===== config.mk =====
export PLATFORM = sky130hd
export DESIGN_NAME = mem_stage_ctrl
export DESIGN_NICKNAME = d
export VERILOG_FILES = /design/src/rtl/cpu_types_pkg.sv /design/src/rtl/llsc_link.sv /design/src/rtl/mem_stage_ctrl.sv
export SDC_FILE = /design/constraint.sdc
export NUM_CORES = 1
export LEC_CHECK = 0
export BUFFER_PORTS_ARGS = -buffer_cell sky130_fd_sc_hd__buf_2
export CAP_MARGIN = 20
export CORE_AREA = 2 2 124 126
export DETAILED_ROUTE_END_ITERATION = 6
export DIE_AREA = 0 0 126 128
export MAX_ROUTING_LAYER = met4
export PLACE_DENSITY_LB_ADDON = 0.3
export SLEW_MARGIN = 20
export SYNTH_ARGS = -nofsm -noshare
export SYNTH_HDL_FRONTEND = slang
export SYNTH_SLANG_ARGS = --single-unit

===== constraint.sdc =====
create_clock -name CLK -period 3.2 [get_ports CLK]
set_input_delay 0.32 -clock CLK [delete_from_list [all_inputs] [get_ports CLK]]
set_output_delay 0.32 -clock CLK [all_outputs]
set_load 0.02 [all_outputs]

===== src/rtl/cpu_types_pkg.sv =====
// rtl/cpu_types_pkg.sv - shared CPU datapath types and MEM stage state encoding
package cpu_types_pkg;

    localparam int ADDR_W = 32;
    localparam int WORD_W = 32;

    typedef logic [WORD_W-1:0] word_t;

    // MEM stage controller states, kept as plain constants for legacy tools
    typedef logic [1:0] memstate_t;
    localparam memstate_t IDLE   = 2'd0;
    localparam memstate_t ACCESS = 2'd1;
    localparam memstate_t DONE   = 2'd2;
    localparam memstate_t HALTED = 2'd3;

    // Memory operation captured from EX/MEM when the access starts
    typedef struct packed {
        logic rd;   // 1 = load, 0 = store
        logic ll;   // load-linked
        logic sc;   // store-conditional
    } mem_op_t;

endpackage


===== src/rtl/llsc_link.sv =====
// rtl/llsc_link.sv - load-linked link register with coherence/store invalidation
module llsc_link
    import cpu_types_pkg::*;
(
    input  logic  CLK,
    input  logic  nRST,
    input  logic  set_i,        // ll completed this cycle
    input  word_t set_addr_i,
    input  logic  inv_i,        // coherence invalidate strobe
    input  word_t inv_addr_i,
    input  logic  wr_i,         // own store completed this cycle
    input  word_t wr_addr_i,
    input  word_t chk_addr_i,   // address of the sc being decided
    output logic  match_o
);

    logic  valid_q, valid_d;
    word_t addr_q, addr_d;

    // Invalidate on a matching snoop or own store; a completing ll overrides both
    always_comb begin
        valid_d = valid_q;
        addr_d  = addr_q;
        if ((inv_i && (inv_addr_i == addr_q)) || (wr_i && (wr_addr_i == addr_q))) begin
            valid_d = 1'b0;
        end
        if (set_i) begin
            valid_d = 1'b1;
            addr_d  = set_addr_i;
        end
    end

    // Link register state
    always_ff @(posedge CLK or negedge nRST) begin
        if (!nRST) begin
            valid_q <= 1'b0;
            addr_q  <= '0;
        end else begin
            valid_q <= valid_d;
            addr_q  <= addr_d;
        end
    end

    assign match_o = valid_q && (addr_q == chk_addr_i);

endmodule


===== src/rtl/mem_stage_ctrl.sv =====
// rtl/mem_stage_ctrl.sv - MEM stage dcache handshake, stall/flush, halt and perf counters (option: MEM_LLSC_EN)
module mem_stage_ctrl
    import cpu_types_pkg::*;
#(
    parameter int TIMEOUT_CYCLES = 1024,
    parameter int CNT_W          = 16
) (
    input  logic             CLK,
    input  logic             nRST,
    input  logic             dREN_i,
    input  logic             dWEN_i,
    input  logic             halt_i,
    input  logic [31:0]      addr_i,
    input  logic [31:0]      store_i,
    input  logic             ll_i,
    input  logic             sc_i,
    input  logic             dhit,
    input  logic [31:0]      dmemload,
    input  logic             ccinv_i,
    input  logic [31:0]      ccsnoopaddr_i,
    output logic             dmemREN,
    output logic             dmemWEN,
    output logic [31:0]      dmemaddr,
    output logic [31:0]      dmemstore,
    output logic             pipe_stall_o,
    output logic             memwb_flush_o,
    output logic [31:0]      ldat_o,
    output logic             halt_o,
    output logic             err_o,
    output logic [CNT_W-1:0] acc_cnt_o,
    output logic [CNT_W-1:0] wait_cnt_o
);

    localparam logic        TMO_EN  = (TIMEOUT_CYCLES != 0);
    localparam logic [31:0] TMO_LIM = 32'(TIMEOUT_CYCLES);

    function automatic logic [CNT_W-1:0] sat_inc(input logic [CNT_W-1:0] v);
        return (&v) ? v : v + CNT_W'(1);
    endfunction

    memstate_t        state_q, state_d;
    mem_op_t          op_q, op_d;
    word_t            addr_q, addr_d;
    word_t            store_q, store_d;
    word_t            ldat_q, ldat_d;
    logic [CNT_W-1:0] acc_q, acc_d;
    logic [CNT_W-1:0] wait_q, wait_d;
    logic [31:0]      tmo_q, tmo_d;
    logic             err_q, err_d;
    logic             stall, flush;
    logic             link_set, link_wr;
    logic             sc_fail;

`ifdef MEM_LLSC_EN
    logic link_match;

    llsc_link u_link (
        .CLK        (CLK),
        .nRST       (nRST),
        .set_i      (link_set),
        .set_addr_i (addr_q),
        .inv_i      (ccinv_i),
        .inv_addr_i (ccsnoopaddr_i),
        .wr_i       (link_wr),
        .wr_addr_i  (addr_q),
        .chk_addr_i (addr_i),
        .match_o    (link_match)
    );

    // A failing sc never reaches the cache; it retires straight through DONE
    assign sc_fail = dWEN_i && !dREN_i && sc_i && !link_match;
`else
    logic unused_llsc;

    // Without link tracking ll is a plain load and sc always succeeds
    assign sc_fail     = 1'b0;
    assign unused_llsc = ^{ccinv_i, ccsnoopaddr_i, op_q.ll, link_set, link_wr};
`endif

    // Next-state, handshake and counter logic
    always_comb begin
        state_d  = state_q;
        op_d     = op_q;
        addr_d   = addr_q;
        store_d  = store_q;
        ldat_d   = ldat_q;
        acc_d    = acc_q;
        wait_d   = wait_q;
        tmo_d    = tmo_q;
        err_d    = err_q;
        stall    = 1'b0;
        flush    = 1'b0;
        link_set = 1'b0;
        link_wr  = 1'b0;
        case (state_q)
            IDLE: begin
                if (dREN_i || dWEN_i) begin
                    stall   = 1'b1;
                    flush   = 1'b1;
                    op_d.rd = dREN_i;
                    op_d.ll = ll_i & dREN_i;
                    op_d.sc = sc_i & ~dREN_i;
                    addr_d  = addr_i;
                    store_d = store_i;
                    if (sc_fail) begin
                        ldat_d  = '0;
                        state_d = DONE;
                    end else begin
                        tmo_d   = 32'd1;
                        state_d = ACCESS;
                    end
                end else if (halt_i) begin
                    state_d = HALTED;
                end
            end
            ACCESS: begin
                stall  = 1'b1;
                flush  = 1'b1;
                wait_d = sat_inc(wait_q);
                if (dhit) begin
                    if (op_q.rd) begin
                        ldat_d = dmemload;
                    end else begin
                        ldat_d = op_q.sc ? word_t'(1) : '0;
                    end
                    acc_d    = sat_inc(acc_q);
                    link_set = op_q.rd & op_q.ll;
                    link_wr  = ~op_q.rd;
                    state_d  = DONE;
                end else if (tmo_q != 32'hFFFF_FFFF) begin
                    tmo_d = tmo_q + 32'd1;
                end
            end
            DONE: begin
                state_d = IDLE;
            end
            HALTED: begin
                stall = 1'b1;
            end
            default: begin
                state_d = IDLE;
            end
        endcase
        // tmo_d counts the ACCESS cycle about to be entered, so err_o rises during the limit cycle
        if (TMO_EN && (state_d == ACCESS) && (tmo_d >= TMO_LIM)) begin
            err_d = 1'b1;
        end
    end

    // Controller state, latched request and counters
    always_ff @(posedge CLK or negedge nRST) begin
        if (!nRST) begin
            state_q <= IDLE;
            op_q    <= '0;
            addr_q  <= '0;
            store_q <= '0;
            ldat_q  <= '0;
            acc_q   <= '0;
            wait_q  <= '0;
            tmo_q   <= '0;
            err_q   <= 1'b0;
        end else begin
            state_q <= state_d;
            op_q    <= op_d;
            addr_q  <= addr_d;
            store_q <= store_d;
            ldat_q  <= ldat_d;
            acc_q   <= acc_d;
            wait_q  <= wait_d;
            tmo_q   <= tmo_d;
            err_q   <= err_d;
        end
    end

    assign dmemREN       = (state_q == ACCESS) &&  op_q.rd;
    assign dmemWEN       = (state_q == ACCESS) && !op_q.rd;
    assign dmemaddr      = addr_q;
    assign dmemstore     = store_q;
    assign pipe_stall_o  = stall;
    assign memwb_flush_o = flush;
    assign ldat_o        = ldat_q;
    assign halt_o        = (state_q == HALTED);
    assign err_o         = err_q;
    assign acc_cnt_o     = acc_q;
    assign wait_cnt_o    = wait_q;

endmodule


==> results of run 1 <==
## layout by cell type (no fill, tap or decap), types with 3 or more instances in the layout
cell,n
or2_2,3
o21ai_0,9
a21oi_1,4
dfrtp_1,165
inv_6,5
a22o_1,32
xor2_1,11
mux2i_1,15
bufinv_16,3
xnor2_1,23
and2_1,9
nand4_1,14
a311oi_1,4
nand3_1,21
nand2_1,248
clkbuf_16,17
clkinv_4,3
and3_1,9
a31oi_1,6
nor2_1,18
inv_1,4
and4_1,8
o211ai_1,3
buf_4,13
a211oi_1,3
nor3_1,6
nor4_1,3
buf_2,235
o31ai_1,3
a31o_2,3
ha_1,3
## what timing repair did
| action | 4_1_cts | 5_1_grt |
|---|---|---|
| endpoints found under the hold margin | 64 | 0 |
| hold buffers | 1 | 0 |
| gates resized for setup | 0 | 0 |
## cell type report
class	instances	area [um^2]	area share [%]
multi-input combinational	495	2800	30.7
inverter	4	15.0	0.165
clock inverter	15	196	2.15
tap	188	235	2.58
sequential	165	4130	45.3
clock buffer	17	425	4.67
timing repair buffer	251	1320	14.4
## cell usage after synthesis, types with 2 or more instances
cell      count  area, um^2
nand2_1     248         931
dfrtp_1     165        4130
a22o_1       32         280
xnor2_1      23         201
nand3_1      21         105
clkbuf_1     20        75.1
nor2_1       18        67.6
mux2i_1      15         150
nand4_1      14        87.6
xor2_1       11        96.3
o21ai_0      10        50.1
and2_1        9        56.3
and3_1        9        56.3
and4_1        8        70.1
nor3_1        7        35.0
a31oi_1       6        37.5
buf_1         6        22.5
a21oi_1       4        20.0
a311oi_1      4        35.0
buf_2         4        20.0
inv_1         4        15.0
a211oi_1      3        22.5
a31o_2        3        26.3
ha_1          3        37.5
nor4_1        3        18.8
o211ai_1      3        22.5
o31ai_1       3        22.5
or2_2         3        18.8
buf_4         2        15.0
buf_6         2        22.5
mux2_2        2        22.5
nand2b_1      2        12.5
nor2b_1       2        12.5
o21a_1        2        15.0
o311ai_0      2        17.5
o41ai_1       2        17.5
or3_1         2        12.5
or4_1         2        15.0
## critical path: stages (launching register included)
cell      delay [ns]
dfrtp_1         0.47
and4bb_1        0.36
nand4b_1        0.22
a311oi_1        0.82
nand3_1         0.19
mux2i_1         0.21
nor4_2          0.30
a31oi_1         0.11
## path summary, 6_finish.rpt
kind / startpoint / slack (ns) / endpoint / cells past startpoint
min: store_i[21] / 0.08 / dmemstore[21]$_DFFE_PN0P_ / 3
min reg2reg: dmemstore[11]$_DFFE_PN0P_ / 0.47 / dmemstore[11]$_DFFE_PN0P_ / 2
min in group asynchronous: nRST / 0.46 / dmemstore[3]$_DFFE_PN0P_ / 2
max in group asynchronous: nRST / 1.92 / op_q[0]$_DFFE_PN0P_ / 3
max reg2reg: state_q[1]$_DFF_PN0_ / 0.39 / err_o$_DFFE_PN0P_ / 7
max: state_q[1]$_DFF_PN0_ / 0.39 / err_o$_DFFE_PN0P_ / 7
## power by group through the flow
stage / clock (mW) / sequential, mW / combinational (mW)
after detailed placement: 0 / 3.26 / 2.90
after global placement: 0 / 3.24 / 2.84
after global routing: 2.29 / 3.35 / 3.13
after CTS: 2.19 / 3.25 / 2.90
final: 2.15 / 3.25 / 2.87
after floorplan: 0 / 4.02 / 1.02
## cells by family (layout without fill, tap and decap cells)
family / after synthesis / count (layout)
DFF: 165 / 165
and+or+nand+nor: 359 / 359
adders and majority gates: 3 / 3
muxes: 17 / 17
AOI/OAI and AO/OA: 82 / 82
buffers and inverters: 38 / 287
xor gates and xnor gates: 34 / 34
## sequential cells by signal (all words and copies together) (netlist names)
register / flops
acc_cnt_o: 16
wait_cnt_o: 16
dmemstore: 32
state_q: 2
err_o: 1
dmemaddr: 32
ldat_o: 32
tmo_q: 32
op_q: 2
## per-layer routing
metal	GRT usage, %	vias to the layer above
met5	-	-
met1	29.2	2786
met3	5.01	27
met4	6.85	0
met2	34.9	197
li1	-	2858
==> reports/qor.yml, run 1 <==
run_status: "finished, final reports clean"
met2RoutedLength_mm: 8.57
cts_tree: "built"
fin_tns_setup_ns: 0
drcViolationCount: 0
synth_warnings: 0
hold_viol: 0
grt_use_total_pct: 22.2
drt_first_iter_violations: 358
numCtsBuffers: 17
syn_area_um2: 7080
rsz0062_at_grt: "no"
clockPowerShare_pct: 26.0
dr.pass1.iters: 5
die_w_um: 126
hold_ws_ns: 0.0832
synth-seq-area-share_pct: 58.3
power_switching_mw: 3.20
wl_met3_um: 976
crit_type: "reg -> reg"
drive_above_1_share_pct: 31.5
cts_max_path_buffers: 2
clock-root-buffer: "clkbuf_16"
critical_path.endpoint_type: "register"
setup_violations: 0
antenna_left: 0
synth_top_family_by_area: "simple AND/OR/NAND/NOR gates"
clkTransAtPathRegs_ns: 0.07
synth-seq-cells: 165
async_flop_share_pct: 100
setup_slack_ns: 0.391
grt_pass1_wl_mm: 28.1
min_path_type: "in -> reg"
antenna_found_initial: 0
placed_area_um2: 8480
wire_per_inst_um: 15.3
start_kind: "register"
worst_slew_pin_slew_ns: 0.918
globalplace.congestion: 0.809
postCtsSetupBuffers: 0
io_pins: 271
clock_latency_ns: 0.42
wirelength_mm: 17.4
diodes: 0
grt_max_degree: 68
synth_xor_area_share_pct: 4.20
swShare_pct: 38.8
place_ws_ns: 0.443
comb_power_share_pct: 34.7
synth.area.mux_share_pct: 2.44
syn_inst: 698
met1_length_mm: 7.50
synth_edf_count: 0
share_seq_of_total_power_pct: 39.3
yosysUniqueCellTypes: 57
drv_slew: 0
cp.arrival_ns: 3.11
stdcell_area_um2: 9120
dp.cells: 1102
nFillCells: 1287
grt-ovfl-total: 0
synth_compound_gate_area_share_pct: 9.03
synth_nets: 838
max_cap_viol_count: 0
cp_max_fo: 9
htreeDepth: 4
max_freq_mhz: 356
skew_ns: 0.00478
finalCriticalPeriod_ns: 2.81
port_buffers: 236
synth-main-ff-cell: "dfrtp_1"
vdd_drop_max_uv: 594
stdcell_count: 1135
nets: 1074
dr_total_vias: 5868
p_leak_nw: 4.81
dp_hpwl_mm: 12.2
finalCritPeriodShare_pct: 87.8
grt_pass1_vias: 5682
required_ns: 3.50
die-area_um2: 16100
chipHeight_um: 128
cts.sinks: 165
p_per_area_nw_per_um2: 906
avgSynthCellArea_um2: 10.1
yosys.area_share.simple_pct: 23.1
utilization_pct: 61.3
start_util_pct: 47.7
coreArea_um2: 14900
top_layer: "met4"
synth_fa_ha_area_share_pct: 0.530
area_growth_pct: 28.7
p_int_mw: 5.06
num_rows: 45
viasPerCell: 5.17
relSlewSlack_pct: 38.4
power_mw: 8.26
Power figures use the tool's default switching activity.
==> run 2, diff against run 1 <==
--- a/config.mk
+++ b/config.mk
@@ -5,11 +5,13 @@
 export SDC_FILE = /design/constraint.sdc
 export NUM_CORES = 1
 export LEC_CHECK = 0
-export BUFFER_PORTS_ARGS = -buffer_cell sky130_fd_sc_hd__buf_2
+export ABC_AREA = 1
+export BUFFER_PORTS_ARGS = -buffer_cell sky130_fd_sc_hd__buf_4
 export CAP_MARGIN = 20
-export CORE_AREA = 2 2 124 126
+export CORE_AREA = 2 2 125 127
+export CTS_BUF_LIST = sky130_fd_sc_hd__clkbuf_2 sky130_fd_sc_hd__clkbuf_4 sky130_fd_sc_hd__clkbuf_8
 export DETAILED_ROUTE_END_ITERATION = 6
-export DIE_AREA = 0 0 126 128
+export DIE_AREA = 0 0 127 129
 export MAX_ROUTING_LAYER = met4
 export PLACE_DENSITY_LB_ADDON = 0.3
 export SLEW_MARGIN = 20
==> run 2 against run 1 <==
Against the previous run: flip-flop and latch count did not move; register-to-register slack improved by 0.21 ns; utilization rose by 5.4 points; clock-buffer cell count rose by 2; synthesized cell count rose by 33%; die area rose by 1.6%; setup slack improved by 0.21 ns; global-route usage rose by 5.2 points; sequential share of layout area fell by 4.0 points; first-iteration DRC count rose by 28%.
==> reports/qor.yml, run 2 <==
clkTransAtPathRegs_ns: 0.10
drt_first_iter_violations: 460
syn_inst: 926
num_rows: 45
max_cap_viol_count: 0
comb_power_share_pct: 42.8
synth_warnings: 0
share_seq_of_total_power_pct: 38.8
fin_tns_setup_ns: 0
cts_resized: 0
drcViolationCount: 0
viasPerCell: 5.11
cp_max_fo: 42
avgSynthCellArea_um2: 8.25
syn_area_um2: 7640
die_w_um: 127
clock_latency_ns: 0.46
cpMostUsedCell: "nor2_4"
start_util_pct: 51.0
swShare_pct: 42.4
io_pins: 271
start_kind: "register"
async_flop_share_pct: 100
antenna_left: 0
cts.sinks: 165
yosysMostFrequentCell: "nand2_1"
drive_above_1_share_pct: 27.8
grt-ovfl-total: 0
setup_violations: 0
coreArea_um2: 15000
skew_ns: 0.0157
slowest_delay_ns: 0.45
dr_total_vias: 6938
hold_viol: 0
worst_slew_pin_slew_ns: 0.972
crit_type: "reg -> reg"
min_path_type: "in -> reg"
dp.cells: 1325
synth_edf_count: 0
die-area_um2: 16400
area_growth_pct: 30.8
htreeDepth: 4
postCtsSetupBuffers: 0
wire_per_inst_um: 15.6
antenna_found_initial: 1
final_common_cell: "nand2_1"
cp.arrival_ns: 3.00
p_int_mw: 4.77
p_per_area_nw_per_um2: 828
drv_slew: 0
finalCriticalPeriod_ns: 2.60
layout_common_cells: "nand2_1 (334), buf_4 (244), dfrtp_1 (165), nand3_1 (83), nor2_1 (75)"
wirelength_mm: 21.2
synth_top_area_share_pct: 54.1
p_leak_nw: 5.32
grt_pass1_wl_mm: 34.0
relSlewSlack_pct: 35.2
yosysUniqueCellTypes: 37
run_status: "finished, final reports clean"
grt_use_total_pct: 27.4
synth_nets: 1066
nets: 1297
cts_tree: "built"
grt_pass1_vias: 6931
clock-root-buffer: "clkbuf_8"
port_buffers: 236
cts_max_path_buffers: 2
crit_chain: "inv_2 > nor2_4 > inv_2 > nor2_4 > nand2_2 > nor2_2 > nand3_2 > nor2_4 > nand3_1 > nor2_1 > xor2_1"
grt_max_degree: 106
dr.pass1.iters: 5
numCtsBuffers: 17
chipHeight_um: 129
rsz0062_at_grt: "no"
globalplace.congestion: 0.924
synth_area_leaders: "dfrtp_1 (54%), nand2_1 (16%), nand3_1 (5.4%), nor2_1 (3.7%), inv_1 (2.9%)"
ys_top_cells_by_count: "nand2_1 (334), dfrtp_1 (165), nand3_1 (83), nor2_1 (75), inv_1 (60)"
critical_path.endpoint_type: "register"
stdcell_count: 1359
required_ns: 3.60
cp_slowest_cell: "dfrtp_1"
synth-seq-cells: 165
clockPowerShare_pct: 18.4
max_freq_mhz: 384
power_switching_mw: 3.51
synth-seq-area-share_pct: 54.1
synth-main-ff-cell: "dfrtp_1"
vdd_drop_max_uv: 526
dp_hpwl_mm: 15.1
synth_largest_area_cell: "dfrtp_1"
finalCritPeriodShare_pct: 81.3
[run 2: cell count changes after synthesis, sizes merged, moves of 12 or more]
cell and change:
nand2 +99, nor2 +73, nand3 +64, inv +62, o21ai +36, a22o -32, mux2i -14, nor3 +12
xnor2 -12
[run 2: critical path: cells and delay by family, from the launching register on]
kind / cells / cell delay (ns)
XOR/XNOR: 1 / 0.15
flip-flops: 1 / 0.45
buffers and inverters: 2 / 0.47
AND/OR/NAND/NOR: 8 / 1.44
[run 2: cell families after synthesis]
kind of cell | Yosys count | share of synthesized area [%]
XOR/XNOR | 26 | 2.98
multiplexers | 4 | 0.573
AO/OA/AOI/OAI | 58 | 4.01
adder cells (fa/ha/maj) | 3 | 0.491
flip-flops | 165 | 54.1
buffers and inverters | 101 | 5.36
AND/OR/NAND/NOR | 569 | 32.5
[run 2: area by class of cell]
type	count	area [um^2]
Clock inverter	13	134
Multi-Input combinational cell	660	3110
Inverter	66	248
Timing Repair Buffer	247	1870
Sequential cell	165	4130
Fill cell	1283	4990
Antenna cell	1	2.50
Clock buffer	19	262
Tap cell	188	235
[run 2: timing repair]
item / CTS / global route
hold endpoints to repair: 2 / 0
hold buffers: 1 / 0
setup endpoints to repair: 0 / 0
[run 2: path summary, 6_finish.rpt]
check,cells after the start,from,slack [ns],endpoint
max,11,state_q[0]$_DFF_PN0_,0.60,acc_cnt_o[15]$_DFFE_PN0P_
min,3,addr_i[19],0.05,dmemaddr[19]$_DFFE_PN0P_
max reg2reg,11,state_q[0]$_DFF_PN0_,0.60,acc_cnt_o[15]$_DFFE_PN0P_
min reg2reg,2,err_o$_DFFE_PN0P_,0.47,err_o$_DFFE_PN0P_
max in group asynchronous,3,nRST,1.89,acc_cnt_o[1]$_DFFE_PN0P_
min in group asynchronous,2,nRST,0.54,tmo_q[11]$_DFF_PN0_
[run 2: routing by layer]
layer	wire, um	GRT usage, %	part of all wire, %
met1	8630	32.5	41
met3	1450	7.07	6.8
met2	10400	43.8	49
met4	729	13.6	3.4
met5	0	-	0
[run 2: power groups by stage]
| stage | Sequential [mW] | Clock [mW] | Combinational, mW |
|---|---|---|---|
| final | 3.21 | 1.53 | 3.54 |
| after global routing | 3.29 | 1.63 | 3.87 |
| after CTS | 3.20 | 1.55 | 3.57 |
| after detailed placement | 3.22 | 0 | 3.58 |
| after global placement | 3.21 | 0 | 3.50 |
| after floorplan | 3.91 | 0 | 1.26 |
[run 2: through the flow]
stage               instance area [um^2]  worst slack, ns  hold WS, ns  util, %  total power [mW]
floorplan                           7640             1.23       0.0244        -              5.16
global placement                    9580            0.641        0.454     64.0              6.71
global route                        9990            0.329       0.0341     66.7              8.80
CTS                                 9990            0.611       0.0241     66.7              8.32
detailed placement                  9580            0.566        0.454     64.0              6.80
finish                              9990            0.599       0.0491     66.7              8.27
